`src/rtl/irq148_pkg.sv`:
```
// Shared types and helpers for the 74LS148 receive decoder.
// Pure declarations: no latency, no flow control.
package irq148_pkg;

    typedef enum logic [1:0] {
        IDLE    = 2'd0,
        QUAL    = 2'd1,
        HOLD    = 2'd2,
        RELEASE = 2'd3
    } state_t;

    localparam logic [2:0] CODE_NONE = 3'b111;
    localparam logic [7:0] Y_OFF     = 8'hFF;

    function automatic logic [7:0] decode_onehot_n(input logic [2:0] code);
        return ~(8'd1 << code);
    endfunction

endpackage

```
`src/rtl/sync_bus.sv`:
```
// Multi-bit flop-chain synchroniser; latency STAGES edges, no flow control.
// Every bit is treated independently, so callers must qualify multi-bit codes for stability.
module sync_bus #(
    parameter int               WIDTH     = 5,
    parameter int               STAGES    = 2,
    parameter logic [WIDTH-1:0] RESET_VAL = '1
) (
    input  logic             clk,
    input  logic             rst,
    input  logic [WIDTH-1:0] bus,
    output logic [WIDTH-1:0] synced
);

    logic [WIDTH-1:0] chain [STAGES];

    always_ff @(posedge clk) begin
        if (rst) begin
            for (int i = 0; i < STAGES; i++) begin
                chain[i] <= RESET_VAL;
            end
        end else begin
            chain[0] <= bus;
            for (int i = 1; i < STAGES; i++) begin
                chain[i] <= chain[i-1];
            end
        end
    end

    assign synced = chain[STAGES-1];

endmodule

```
`src/rtl/irq_decode_148rx.sv`:
```
// Receive side of a 74LS148 encoder: synchronise, qualify, decode to active-low one-hot.
// VALID rises SYNC_STAGES+STABLE_CYCLES edges after a pin change; result held until ACK.
module irq_decode_148rx
    import irq148_pkg::*;
#(
    parameter int SYNC_STAGES   = 2,
    parameter int STABLE_CYCLES = 2
) (
    input  logic       clk,
    input  logic       rst,
    input  logic       A2,
    input  logic       A1,
    input  logic       A0,
    input  logic       GS,
    input  logic       EO,
    input  logic       EN,
    input  logic       ACK,
    output logic [7:0] Y,
    output logic [2:0] IDX,
    output logic       VALID,
    output logic       ERR
);

    localparam int             CW       = (STABLE_CYCLES < 2) ? 1 : $clog2(STABLE_CYCLES + 1);
    localparam logic [CW-1:0]  CNT_LAST = CW'(STABLE_CYCLES);
    localparam logic [4:0]     PIN_IDLE = {CODE_NONE, 2'b11};

    logic [4:0] synced;
    logic [2:0] s_code;
    logic       s_gs;
    logic       s_eo;
    logic       illegal;
    logic       req;

    sync_bus #(
        .WIDTH     (5),
        .STAGES    (SYNC_STAGES),
        .RESET_VAL (PIN_IDLE)
    ) u_sync (
        .clk    (clk),
        .rst    (rst),
        .bus    ({A2, A1, A0, GS, EO}),
        .synced (synced)
    );

    assign s_code  = ~synced[4:2];
    assign s_gs    = synced[1];
    assign s_eo    = synced[0];
    // A contradictory GS/EO pair or a code without GS is demoted to "no request".
    assign illegal = (!s_gs && !s_eo) || (s_gs && (s_code != 3'd0));
    assign req     = !s_gs && !illegal;

    state_t        state, state_n;
    logic [CW-1:0] cnt, cnt_n, cnt_inc;
    logic [2:0]    code_q, code_n;
    logic [7:0]    y_q, y_n;
    logic [2:0]    idx_q, idx_n;
    logic          valid_q, valid_n;
    logic          err_q, err_n;
    logic          fire;
    logic [2:0]    fire_code;

    assign cnt_inc = cnt + CW'(1);

    always_comb begin
        state_n   = state;
        cnt_n     = cnt;
        code_n    = code_q;
        y_n       = y_q;
        idx_n     = idx_q;
        valid_n   = valid_q;
        err_n     = err_q | illegal;
        fire      = 1'b0;
        fire_code = s_code;

        unique case (state)
            IDLE: begin
                if (EN && req) begin
                    code_n = s_code;
                    cnt_n  = CW'(1);
                    if (STABLE_CYCLES == 1) fire = 1'b1;
                    else                    state_n = QUAL;
                end
            end
            QUAL: begin
                if (!EN || !req) begin
                    state_n = IDLE;
                    cnt_n   = '0;
                end else if (s_code != code_q) begin
                    code_n = s_code;
                    cnt_n  = CW'(1);
                end else if (cnt_inc == CNT_LAST) begin
                    fire      = 1'b1;
                    fire_code = code_q;
                end else begin
                    cnt_n = cnt_inc;
                end
            end
            HOLD: begin
                if (ACK) begin
                    valid_n = 1'b0;
                    y_n     = Y_OFF;
                    state_n = RELEASE;
                end
            end
            RELEASE: begin
                // The acknowledged code must go away or change before it can re-trigger.
                if (!req) begin
                    state_n = IDLE;
                end else if (EN && (s_code != code_q)) begin
                    code_n = s_code;
                    cnt_n  = CW'(1);
                    if (STABLE_CYCLES == 1) fire = 1'b1;
                    else                    state_n = QUAL;
                end
            end
            default: state_n = IDLE;
        endcase

        if (fire) begin
            state_n = HOLD;
            cnt_n   = '0;
            valid_n = 1'b1;
            idx_n   = fire_code;
            y_n     = decode_onehot_n(fire_code);
        end
    end

    always_ff @(posedge clk) begin
        if (rst) begin
            state   <= IDLE;
            cnt     <= '0;
            code_q  <= '0;
            y_q     <= Y_OFF;
            idx_q   <= '0;
            valid_q <= 1'b0;
            err_q   <= 1'b0;
        end else begin
            state   <= state_n;
            cnt     <= cnt_n;
            code_q  <= code_n;
            y_q     <= y_n;
            idx_q   <= idx_n;
            valid_q <= valid_n;
            err_q   <= err_n;
        end
    end

    assign Y     = y_q;
    assign IDX   = idx_q;
    assign VALID = valid_q;
    assign ERR   = err_q;

endmodule

```
`config.mk`:
```
export PLATFORM = sky130hd
export DESIGN_NAME = irq_decode_148rx
export DESIGN_NICKNAME = d
export VERILOG_FILES = /design/src/rtl/irq148_pkg.sv /design/src/rtl/sync_bus.sv /design/src/rtl/irq_decode_148rx.sv
export SDC_FILE = /design/constraint.sdc
export NUM_CORES = 1
export LEC_CHECK = 0
export BUFFER_PORTS_ARGS = -buffer_cell sky130_fd_sc_hd__buf_2
export CAP_MARGIN = 0
export CORE_UTILIZATION = 33
export CTS_BUF_LIST = sky130_fd_sc_hd__clkbuf_8
export DETAILED_ROUTE_END_ITERATION = 8
export PLACE_DENSITY = 0.53
export SYNTH_ARGS = -nofsm -noshare
export SYNTH_HDL_FRONTEND = slang
export SYNTH_SLANG_ARGS = --single-unit
```
`constraint.sdc`:
```
create_clock -name clk -period 1.7 [get_ports clk]
set_clock_uncertainty 0.15 [all_clocks]
set_input_delay 0.085 -clock clk [delete_from_list [all_inputs] [get_ports clk]]
set_output_delay 0.085 -clock clk [all_outputs]
set_load 0.01 [all_outputs]
```
Word level (Yosys, flattened, before mapping)
Memory sizes are Yosys's and may differ from the RTL's. Index checks and enable logic that the tools add are counted.

Bits in registers: 20. Memory bits (writable): 10. Bits of input ports: 9. Output and inout port bits: 13. Memories kept: 1.

Memory list: u_sync.chain (words 2, bits a word 5, read ports 2, clocked after memory_dff 0, wr ports 2, line sync_bus.sv:14) `logic [WIDTH-1:0] chain [STAGES];`.

Add/subtract/negate cells: 1. Equal/unequal tests: 18. Shift-type cells: 1. Muxes and demuxes: 37. Bitwise operators: 5. Reduce and logical (&&, ||, !) cells: 23.

Operator list (number): 3-bit two-way mux (9); 8-bit two-way mux (3); 2-bit two-way mux (10); 2-bit inequality test (second input constant) (7); 3-bit inequality test (second input constant) (4); 1-bit two-way mux (10); 5-bit two-way mux (2); 3-bit case mux with 3 select lines (1); 4-bit inequality test (second input constant) (2); 8-bit inverter (1); 2-bit case mux with 4 select lines (1); 4-bit AND reduction (2); 1-bit by 3-bit << shifter with 8-bit output (first input constant) (1); 2-bit == test (second input constant) (3); 2-bit case mux with 3 select lines (1); 6-bit AND reduction (1); 3-bit nonzero test (2); 1-bit logical AND (5); 1-bit zero test (5); 5-bit AND reduction (1); 2-bit nonzero test (2); 3-bit inequality test (1); 3-bit inverter (1); 1-bit OR (3); other kinds (6) (7).

Logic depth before layout (Yosys ltp)
Gate-level depths: netlist of the first run.

Word-level depth: 13. Mapped depth: 6.

By module
A second synthesis of the first run with hierarchy kept.

Cell total of the unflattened synthesis: 134. Area, all modules: 1268.7 um^2.

By module, submodules not included: irq_decode_148rx (instances 1, cells an instance 109, area an instance 968.4 um^2); sync_bus (instances 1, cells an instance 25, area an instance 300.3 um^2).

Worst setup path before layout of the first run
OpenSTA, ideal clock, no wires.

Kind: register to register. From: memory u_sync.chain[1][3] (netlist: u_sync.chain[0][8]). To: register y_q[7] (netlist: Y[7]). Setup time: 0.124 ns. Data arrival time: 1.165 ns. Data required time: 1.426 ns. Path slack: 0.262 ns. Stages on the path, launching flop included: 7. Buffers on the path: 2. Clock period less this slack: 1.438 ns. Cell sequence: dfxtp_1 -> buf_4 -> xor2_2 -> and4_4 -> buf_6 -> a211oi_1 -> a21oi_1.

RTL lines: start, declared (line sync_bus.sv:14); end signal, assigned (line irq_decode_148rx.sv:142) `y_q <= y_n;`; end, declared (line irq_decode_148rx.sv:56) `logic [7:0] y_q, y_n;`.

Worst setup path in the final report of the first run
From: register code_q[0]. To: register idx_q[2] (netlist: IDX[2]).

Word-level cells in the longest chain between the ends: 4. Elaborated cells on any way between the ends: 7. Classes of those cells: eq/ne: 1; mux: 6.

RTL lines: start, declared (line irq_decode_148rx.sv:55) `logic [2:0] code_q, code_n;`; start signal, assigned (line irq_decode_148rx.sv:141) `code_q <= code_n;`; 3-bit inequality test (*) (line irq_decode_148rx.sv:89) `end else if (s_code != code_q) begin`; 3-bit two-way mux / 1-bit two-way mux (equally long branches) (line irq_decode_148rx.sv:89); 3-bit two-way mux / 1-bit two-way mux (equally long branches) (line irq_decode_148rx.sv:86) `if (!EN || !req) begin`; 3-bit two-way mux / 1-bit two-way mux (equally long branches) (line irq_decode_148rx.sv:76) `unique case (state)`; end signal, assigned (line irq_decode_148rx.sv:143) `idx_q <= idx_n;`; end, declared (line irq_decode_148rx.sv:57) `logic [2:0] idx_q, idx_n;`.

Every way passes the cells marked *; elsewhere a longest branch is shown, timed or not. A chain may end at the register's enable or synchronous reset.

==> results of run 1 <==
final timing paths:
| kind | slack [ns] | depth (start not counted) | endpoint | startpoint |
|---|---|---|---|---|
| min | 0.005 | 3 | cnt[0]$_SDFFE_PP0P_ | EN |
| max reg2reg | 0.18 | 4 | IDX[2]$_SDFFE_PP0P_ | code_q[0]$_SDFFE_PP0P_ |
| min reg2reg | 0.26 | 1 | u_sync.chain[0][8]$_SDFF_PP1_ | u_sync.chain[0][3]$_SDFF_PP1_ |
| max | 0.18 | 4 | IDX[2]$_SDFFE_PP0P_ | code_q[0]$_SDFFE_PP0P_ |
worst register-to-register path: cells and delay by family (launching register included):
kind,cells,cell delay [ns]
AOI/OAI and AO/OA,2,0.28
xor gates and xnor gates,1,0.22
DFF,1,0.42
and+or+nand+nor,1,0.36
state kept, by name, indices dropped and copies added, names as in the netlist:
register,count
cnt,2
state,2
code_q,3
IDX,3
u_sync.chain,10
Y,8
VALID,1
ERR,1
synth_stat cells:
master	count	area share (%)
mux2_2	1	0.88
nor4_1	1	0.49
nor2b_1	3	1.5
ha_1	1	0.97
o21a_1	1	0.59
nand2_1	3	0.88
and4_4	1	0.88
o41ai_2	1	1.3
and2_1	1	0.49
and3b_1	1	0.68
nor3_1	6	2.3
nand4_1	3	1.5
buf_4	5	2.9
a21o_1	1	0.59
nand3_1	3	1.2
a41oi_1	1	0.68
or4_1	1	0.59
a21oi_1	15	5.8
o2111ai_1	1	0.68
a31oi_1	1	0.49
o211ai_1	1	0.59
a211oi_1	12	7.0
a21boi_0	1	0.59
or2_2	10	4.9
clkbuf_1	3	0.88
o31a_1	1	0.68
nand2b_1	2	0.97
buf_6	1	0.88
o21ai_0	3	1.2
xor2_2	3	3.8
nor2_1	11	3.2
nand3b_4	1	1.6
dfxtp_1	30	47
inv_1	3	0.88
inv_2	1	0.29
and3_1	1	0.49
cell families after synthesis:
logic type	after synthesis	share of synthesized area, %
muxes	1	0.877
and+or+nand+nor	48	21.5
AOI/OAI and AO/OA	39	20.2
adders and majority gates	1	0.975
xor gates and xnor gates	3	3.80
DFF	30	46.8
buffers and inverters	13	5.85
layer usage:
metal	part of all wire, %	wire (µm)	global-route usage (%)	up-vias
li1	-	-	-	537
met1	46	1320	17.9	537
met4	1.7	50	10.6	0
met5	0	0	0	-
met2	47	1360	24.3	36
met3	5.6	161	5.18	6
metrics by stage:
stage | total power, mW | setup WS, ns | instance area [µm²] | util [%]
final | 1.34 | 0.177 | 1550 | 42.1
after global routing | 1.41 | 0.0483 | 1550 | 42.1
after CTS | 1.36 | 0.172 | 1550 | 42.1
after detailed placement | 0.843 | 0.182 | 1430 | 38.7
after global placement | 0.840 | 0.239 | 1430 | 38.7
after floorplan | 0.814 | 0.262 | 1280 | -
power breakdown:
group	total [mW]	switching, mW	internal (mW)
combinational	0.105	0.0571	0.0476
sequential	0.732	0.0115	0.721
clock	0.504	0.236	0.268
area by class of cell:
type	instances	area [µm²]	area share, %
Clock inverter	2	7.51	0.483
Sequential cell	30	601	38.7
Clock buffer	5	68.8	4.43
Tap cell	48	60.1	3.87
Timing Repair Buffer	31	193	12.4
Inverter	4	15.0	0.967
Multi-Input combinational cell	92	608	39.2
==> flow_metrics.py, run 1 <==
metrics = {
    "outcome": {
        "run_status": "completed",
    },
    "yosys": {
        "syn_avg_cell_area_um2": 9.51,
        "synthesis.nets": 145,
        "syn_area_mm2": 0.00128,
        "ys_types": 36,
        "synthCells": 135,
        "yosysSeqAreaShare_pct": 46.8,
        "ys_ff_latch": 30,
        "yosys_warnings": 0,
    },
    "clock_network": {
        "numCtsBuffers": 5,
        "clk_path_buf_depth": 2,
        "htreeDepth": 2,
        "ctsResizeCount": 0,
        "cts_setup_buffers": 0,
        "clkSinkCount": 30,
        "cts_tree": "done",
        "clk_pin_slew_ns": 0.06,
        "cts_hold_buf": 5,
        "clkLatencyLatePin_ns": 0.28,
        "cts-root-buf": "clkbuf_8",
    },
    "timing": {
        "timing.hold.ws_ns": 0.00496,
        "fin_crit_sh_pct": 89.6,
        "worst_slew_pin_slew_ns": 0.457,
        "rsz0062_at_grt": "false",
        "hold_violations": 0,
        "period_needed_ns": 1.52,
        "setup_violations": 0,
        "max_clock_freq_mhz": 657,
        "drv_slew": 0,
        "setup_tns_ns": 0,
        "maxSlewHeadroom_pct": 69.6,
    },
    "layout": {
        "drive_gt1_share_pct": 29.9,
        "diodes": 0,
        "mostFrequentLayoutCell": "dfxtp_1",
        "mostFrequentLayoutCells": "30 x dfxtp_1, 21 x buf_2, 15 x a21oi_1",
        "final_cells": 212,
        "area_growth_pct": 21.0,
        "fillers": 402,
        "final_nets": 174,
    },
    "die": {
        "die_y_um": 64.4,
        "start_util_pct": 34.8,
        "dieArea_mm2": 0.00414,
        "die_w_um": 64.4,
        "num_io_pins": 22,
        "fp.coreArea_mm2": 0.00369,
        "rows": 22,
    },
    "min_path": {
        "min_path_type": "input pin to flip-flop",
    },
    "routing": {
        "wirelength_um": 2900,
        "drc_errors": 0,
        "avgRoutedWirePerCell_um": 13.7,
        "vias": 1116,
        "drtPass1Iterations": 6,
        "drt_iter0_drc": 70,
        "ant_nets": 0,
        "viasPerCell": 5.26,
    },
    "grt": {
        "grt_max_degree": 29,
        "globalRouteTotalUtil_pct": 15.6,
        "antenna_found_initial": 0,
        "grt-ovfl-total": 0,
        "grt_pass1_wl_um": 4770,
        "grt_pass1_vias": 1075,
    },
    "pwr": {
        "ir_drop_mv": 0.424,
        "p_leak_nw": 0.609,
        "powerDensity_mw_per_mm2": 864,
    },
    "critical_path": {
        "crit_family": "flip-flops",
        "crit_chain": "xor2_2 > and4_4 > a21oi_1 > a211oi_1",
        "start_kind": "flip-flop",
        "critPathRequiredTime_ns": 1.75,
        "crit_slowest_cell": "dfxtp_1",
        "slowest_delay_ns": 0.42,
        "cp-end-kind": "flip-flop",
        "cp_max_fo": 12,
        "path_class": "flip-flop to flip-flop",
        "critPathBufInv": 0,
        "cp.arrival_ns": 1.57,
    },
    "job": {
        "maxCapViolCount": 0,
    },
    "placed_design": {
        "io_buffers": 21,
        "placedCellCount": 200,
        "post-dp-hpwl_um": 1910,
        "place_congestion": 0.841,
    },
}
No activity file was read; power rests on OpenSTA's default activity.
==> run 2: changes to the inputs <==
--- a/config.mk
+++ b/config.mk
@@ -10,7 +10,9 @@
 export CORE_UTILIZATION = 33
 export CTS_BUF_LIST = sky130_fd_sc_hd__clkbuf_8
 export DETAILED_ROUTE_END_ITERATION = 8
+export GPL_TIMING_DRIVEN = 1
 export PLACE_DENSITY = 0.53
+export RECOVER_POWER = 50
 export SYNTH_ARGS = -nofsm -noshare
 export SYNTH_HDL_FRONTEND = slang
 export SYNTH_SLANG_ARGS = --single-unit
==> run 2 against run 1 <==
  * First-iteration DRC count up 5.7%
  * Clock-buffer cell count unchanged
  * Sequential share of layout area up 0.35 points
  * Maximum frequency about the same
  * Via count about the same
  * Critical path depth unchanged
  * Total power about the same
  * Final cell count unchanged
  * Die area unchanged
  * Worst setup slack worse by 0.0014 ns
  * Critical path type unchanged
==> flow_metrics.py, run 2 (same netlist as run 1, synthesis figures left out) <==
metrics = {
    "die": {
        "rows": 22,
        "fp.coreArea_mm2": 0.00369,
        "dieArea_mm2": 0.00414,
        "start_util_pct": 34.8,
        "num_io_pins": 22,
        "die_y_um": 64.4,
        "die_w_um": 64.4,
    },
    "critical_path": {
        "crit_slowest_cell": "dfxtp_1",
        "slowest_delay_ns": 0.45,
        "cp-end-kind": "flip-flop",
        "cp_max_fo": 8,
        "crit_chain": "nor2b_1 > nor2_1 > and2_1 > a211oi_1",
        "critPathRequiredTime_ns": 1.75,
        "start_kind": "flip-flop",
        "path_class": "flip-flop to flip-flop",
        "cp.arrival_ns": 1.57,
        "crit_family": "simple AND/OR/NAND/NOR gates",
        "critPathBufInv": 0,
    },
    "timing": {
        "drv_slew": 0,
        "setup_tns_ns": 0,
        "period_needed_ns": 1.52,
        "hold_violations": 0,
        "fin_crit_sh_pct": 89.7,
        "maxSlewHeadroom_pct": 68.9,
        "max_clock_freq_mhz": 656,
        "setup_violations": 0,
        "rsz0062_at_grt": "false",
        "worst_slew_pin_slew_ns": 0.467,
    },
    "routing": {
        "wirelength_um": 2900,
        "wl_met1_um": 1320,
        "drtPass1Iterations": 5,
        "wl_met2_um": 1340,
        "routed-wl-met3_um": 172,
        "topRoutingLayerUsed": "met4",
        "avgRoutedWirePerCell_um": 13.7,
        "drt_iter0_drc": 74,
        "vias": 1117,
        "ant_nets": 0,
        "drc_errors": 0,
        "viasPerCell": 5.27,
    },
    "layout": {
        "diodes": 0,
        "drive_gt1_share_pct": 23.2,
        "mostFrequentLayoutCells": "30 x dfxtp_1, 15 x a21oi_1, 12 x a211oi_1",
        "fin_util_pct": 41.7,
        "largest_reg_flops": 10,
        "largest-register": "u_sync.chain",
        "mostFrequentLayoutCell": "dfxtp_1",
        "final_nets": 174,
        "area_growth_pct": 19.9,
    },
    "clock_network": {
        "cts-root-buf": "clkbuf_8",
        "ctsResizeCount": 0,
        "htreeDepth": 2,
        "cts_tree": "done",
        "clk_pin_slew_ns": 0.06,
        "clkSinkCount": 30,
        "numCtsBuffers": 5,
        "cts_hold_buf": 5,
        "clkLatencyLatePin_ns": 0.28,
        "cts_setup_buffers": 0,
        "clk_path_buf_depth": 2,
    },
    "job": {
        "maxCapViolCount": 0,
    },
    "grt": {
        "antenna_found_initial": 0,
        "globalRouteTotalUtil_pct": 15.6,
        "grt_max_degree": 29,
        "grt-ovfl-total": 0,
        "grt_pass1_vias": 1075,
        "grt_pass1_wl_um": 4770,
    },
    "pwr": {
        "p_leak_nw": 0.581,
        "powerDensity_mw_per_mm2": 871,
        "ir_drop_mv": 0.416,
    },
    "placed_design": {
        "place_congestion": 0.841,
        "post-dp-hpwl_um": 1910,
        "io_buffers": 21,
    },
    "min_path": {
        "min_path_type": "input pin to flip-flop",
    },
    "outcome": {
        "run_status": "completed",
    },
}
## run 2: cell count changes in the layout (fill, tap and decap cells not counted), sizes merged
cell	delta
buf	-11
clkbuf	+11
## run 2: where the power goes
group          internal (mW)  switching (mW)
Clock                  0.268           0.236
Combinational         0.0470          0.0572
Sequential             0.721          0.0117
## run 2: layer usage
layer  global-route usage (%)  vias up
li1                         -      538
met1                     17.9      532
met2                     24.3       38
met3                     5.18        9
met4                     10.6        0
met5                        0        -
## run 2: final timing paths
check	from	to	slack [ns]	depth (start not counted)
setup / recovery	state[1]$_SDFFE_PP0P_	code_q[2]$_SDFFE_PP0P_	0.18	4
hold / removal	EN	cnt[0]$_SDFFE_PP0P_	0.003	3
hold reg to reg	u_sync.chain[0][3]$_SDFF_PP1_	u_sync.chain[0][8]$_SDFF_PP1_	0.26	1
setup reg to reg	state[1]$_SDFFE_PP0P_	code_q[2]$_SDFFE_PP0P_	0.18	4
## run 2: layout make-up
type | count | area [µm²]
Multi-Input combinational cell | 92 | 608
Clock inverter | 2 | 7.51
Clock buffer | 5 | 68.8
Timing Repair Buffer | 31 | 179
Fill cell | 405 | 2150
Sequential cell | 30 | 601
Inverter | 4 | 15.0
Tap cell | 48 | 60.1
## run 2: tightest hold or removal path: stages
cell and delay, ns:
buf_2 0.13, nand3b_4 0.11, o41ai_2 0.07
## run 2: metrics by stage
| step | total power, mW | hold WS, ns | cells | worst slack (ns) | area, µm² |
|---|---|---|---|---|---|
| 2_1_floorplan | 0.814 | 0.0388 | 135 | 0.262 | 1280 |
| 3_3_place_gp | 0.840 | 0.118 | 200 | 0.239 | 1430 |
| 3_5_place_dp | 0.843 | 0.122 | 200 | 0.182 | 1430 |
| 4_1_cts | 1.36 | 0.000845 | 212 | 0.172 | 1550 |
| 5_1_grt | 1.41 | 0.0136 | 212 | 0.0483 | 1540 |
| 6_report | 1.34 | 0.00334 | 212 | 0.176 | 1540 |
==> run 3: changes to the inputs <==
--- a/config.mk
+++ b/config.mk
@@ -15,4 +15,5 @@
 export RECOVER_POWER = 50
 export SYNTH_ARGS = -nofsm -noshare
 export SYNTH_HDL_FRONTEND = slang
+export SYNTH_HIERARCHICAL = 1
 export SYNTH_SLANG_ARGS = --single-unit
==> run 3 against run 2 <==
  * Sequential share of layout area is 1.6 points lower
  * Maximum frequency shrank 9.3%
  * Synthesized cell count shrank 0.74%
  * First-iteration DRC count down 78%
  * Register-to-register slack got worse by 0.16 ns
  * Critical path type unchanged
  * Largest cell class is now sequential cells
  * Highest routed layer unchanged
==> flow_metrics.py, run 3 <==
metrics = {
    "min_path": {
        "holdPathEnd": "state[0]$_SDFFE_PP0P_",
        "holdCritStartpoint": "ACK",
        "hold_path_depth": 5,
        "min_path_type": "input pin to flip-flop",
    },
    "clock_network": {
        "cts-root-buf": "clkbuf_8",
        "clk_pin_slew_ns": 0.06,
        "clkSinkCount": 30,
        "clk_path_buf_depth": 2,
        "cts_tree": "done",
        "clkLatencyLatePin_ns": 0.28,
        "numCtsBuffers": 5,
        "htreeDepth": 2,
    },
    "pwr": {
        "p_total_mw": 1.50,
        "power.share.clock_pct": 43.7,
        "comb_power_share_pct": 7.8,
        "powerDensity_mw_per_mm2": 926,
        "p_seq_share_pct": 48.5,
        "switching_share_pct": 21.3,
        "p_int_mw": 1.18,
        "ir_drop_mv": 0.641,
        "power_switching_mw": 0.319,
        "p_leak_nw": 0.583,
    },
    "layout": {
        "drive_gt1_share_pct": 22.9,
        "mostFrequentLayoutCell": "dfxtp_1",
        "multi_input_area_um2": 596,
        "largest_reg_flops": 10,
        "largest-register": "u_sync/chain",
        "mostFrequentLayoutCells": "27 x dfxtp_1, 17 x nor2_1, 13 x clkbuf_1",
        "fillers": 366,
        "diodes": 0,
        "final-seq-area_um2": 607,
        "final_nets": 179,
        "area_growth_pct": 27.9,
    },
    "routing": {
        "viasPerCell": 4.67,
        "vias": 1019,
        "drt_iter0_drc": 16,
        "drc_errors": 0,
        "ant_nets": 0,
        "drtPass1Iterations": 4,
        "wirelength_um": 2560,
        "avgRoutedWirePerCell_um": 11.8,
    },
    "die": {
        "rows": 22,
        "die_y_um": 64.0,
        "start_util_pct": 34.7,
        "fp.coreArea_mm2": 0.00366,
        "num_io_pins": 22,
        "dieArea_mm2": 0.00410,
        "die_w_um": 64.0,
    },
    "yosys": {
        "ys_types": 34,
        "ys_ff_latch": 30,
        "yosysSeqAreaShare_pct": 47.3,
        "synth_flop_cell": "dfxtp_1",
        "yosys.area.top_type": "dfxtp_1",
        "async_flop_share_pct": 0,
        "yosysMostFrequentCell": "dfxtp_1",
        "synth_top_area_share_pct": 47.3,
        "yosys_warnings": 6,
        "synthesis.nets": 144,
        "syn_avg_cell_area_um2": 9.47,
        "ys_top_cells_by_count": "30 x dfxtp_1, 17 x nor2_1, 10 x or2_1, 8 x mux2i_1",
        "synth-edff-count": 0,
        "synth.area.top_cells": "dfxtp_1 47%, mux2i_1 6.3%, nor2_1 5.0%",
        "synthCells": 134,
        "syn_area_mm2": 0.00127,
    },
    "timing": {
        "setup_violations": 0,
        "period_needed_ns": 1.68,
        "max_clock_freq_mhz": 595,
        "maxSlewHeadroom_pct": 79.9,
        "hold_violations": 0,
        "fin_crit_sh_pct": 98.8,
        "rsz0062_at_grt": "true",
        "timing.hold.ws_ns": 0.0564,
        "worst_slew_pin_slew_ns": 0.301,
        "drv_slew": 0,
    },
    "critical_path": {
        "cp-end-kind": "flip-flop",
        "critPathRequiredTime_ns": 1.76,
        "path_class": "flip-flop to flip-flop",
        "regToRegEndpoint": "Y[1]$_SDFFE_PP1P_",
        "start_kind": "flip-flop",
        "r2r_setup_slack_ns": 0.02,
        "r2r_cells": 5,
        "cp.arrival_ns": 1.74,
        "reg2reg_from": "code_q[0]$_SDFFE_PP0P_",
        "cp_max_fo": 5,
    },
    "placed_design": {
        "post-dp-hpwl_um": 1810,
        "io_buffers": 21,
        "place_congestion": 0.747,
    },
    "grt": {
        "grt-ovfl-total": 0,
        "globalRouteTotalUtil_pct": 13.7,
        "grt_pass1_vias": 991,
        "grt_max_degree": 18,
        "antenna_found_initial": 0,
        "grt_pass1_wl_um": 4280,
    },
    "job": {
        "maxCapViolCount": 0,
    },
    "outcome": {
        "run_status": "completed",
    },
}
-- run 3: cell families (layout without fill, tap and decap cells) --
| family | Yosys count | count (layout) | share of synthesized area, % |
|---|---|---|---|
| AO/OA/AOI/OAI | 22 | 22 | 12.7 |
| XOR/XNOR | 3 | 3 | 2.07 |
| adder cells (fa/ha/maj) | 1 | 1 | 0.986 |
| buffers and inverters | 14 | 50 | 7.20 |
| flip-flops | 30 | 30 | 47.3 |
| multiplexers | 8 | 8 | 6.31 |
| AND/OR/NAND/NOR | 56 | 56 | 23.4 |
-- run 3: repair_timing --
action | 4_1_cts | 5_1_grt
setup buffers | 0 | 1
hold endpoints to repair | 10 | 0
endpoints found under the setup margin | 0 | 11
hold buffers | 6 | 0
gates resized for setup | 0 | 11
-- run 3: final cells by class --
type                            instances  share of cell area, %
Multi-Input combinational cell         90                   36.7
Sequential cell                        30                   37.4
Inverter                                4                  0.925
Clock buffer                            8                   6.78
Timing Repair Buffer                   38                   14.5
Tap cell                               48                   3.70
-- run 3: routing by layer --
layer | vias to the layer above | track usage, % | part of all wire (%)
met5 | - | 0 | 0
li1 | 528 | - | -
met1 | 463 | 16.3 | 46
met4 | 0 | 7.39 | 1.3
met3 | 6 | 4.29 | 5.2
met2 | 22 | 21.9 | 48
-- run 3: worst max path at each step --
stage | end | cells after the start | slack (ns) | from
4_1_cts | Y[1]$_SDFFE_PP1P_ | 5 | 0.004 | code_q[1]$_SDFFE_PP0P_
3_5_place_dp | Y[1]$_SDFFE_PP1P_ | 5 | 0.03 | code_q[1]$_SDFFE_PP0P_
6_report | Y[1]$_SDFFE_PP1P_ | 5 | 0.02 | code_q[0]$_SDFFE_PP0P_
2_1_floorplan | Y[6]$_SDFFE_PP1P_ | 7 | -0.03 | u_sync/chain[0][8]$_SDFF_PP1_
5_1_grt | Y[2]$_SDFFE_PP1P_ | 5 | -0.01 | code_q[0]$_SDFFE_PP0P_
3_3_place_gp | Y[0]$_SDFFE_PP1P_ | 5 | 0.09 | code_q[0]$_SDFFE_PP0P_
-- run 3: metrics by stage --
| stage | utilization, % | setup slack (ns) | setup TNS [ns] | cell area [µm²] | cells |
|---|---|---|---|---|---|
| floorplan | - | -0.0306 | -0.311 | 1280 | 134 |
| global placement | 38.9 | 0.0873 | 0 | 1430 | 202 |
| detailed placement | 38.9 | 0.0257 | 0 | 1430 | 202 |
| CTS | 43.6 | 0.00429 | 0 | 1600 | 216 |
| global route | 44.3 | -0.0135 | -0.0394 | 1620 | 218 |
| finish | 44.3 | 0.0198 | 0 | 1620 | 218 |
-- run 3: worst max-delay path, stage by stage (launching register included) --
cell	delay (ns)
dfxtp_4	0.36
xnor2_2	0.14
or3_4	0.41
nor3_4	0.17
buf_4	0.19
mux2i_1	0.18
-- run 3: power by group through the flow --
stage                     Combinational (mW)  Clock [mW]  Sequential (mW)
after detailed placement               0.102           0            0.745
after CTS                              0.114       0.681            0.729
final                                  0.117       0.657            0.729
after global routing                   0.128       0.717            0.730
after global placement                 0.102           0            0.744
after floorplan                       0.0739           0            0.742
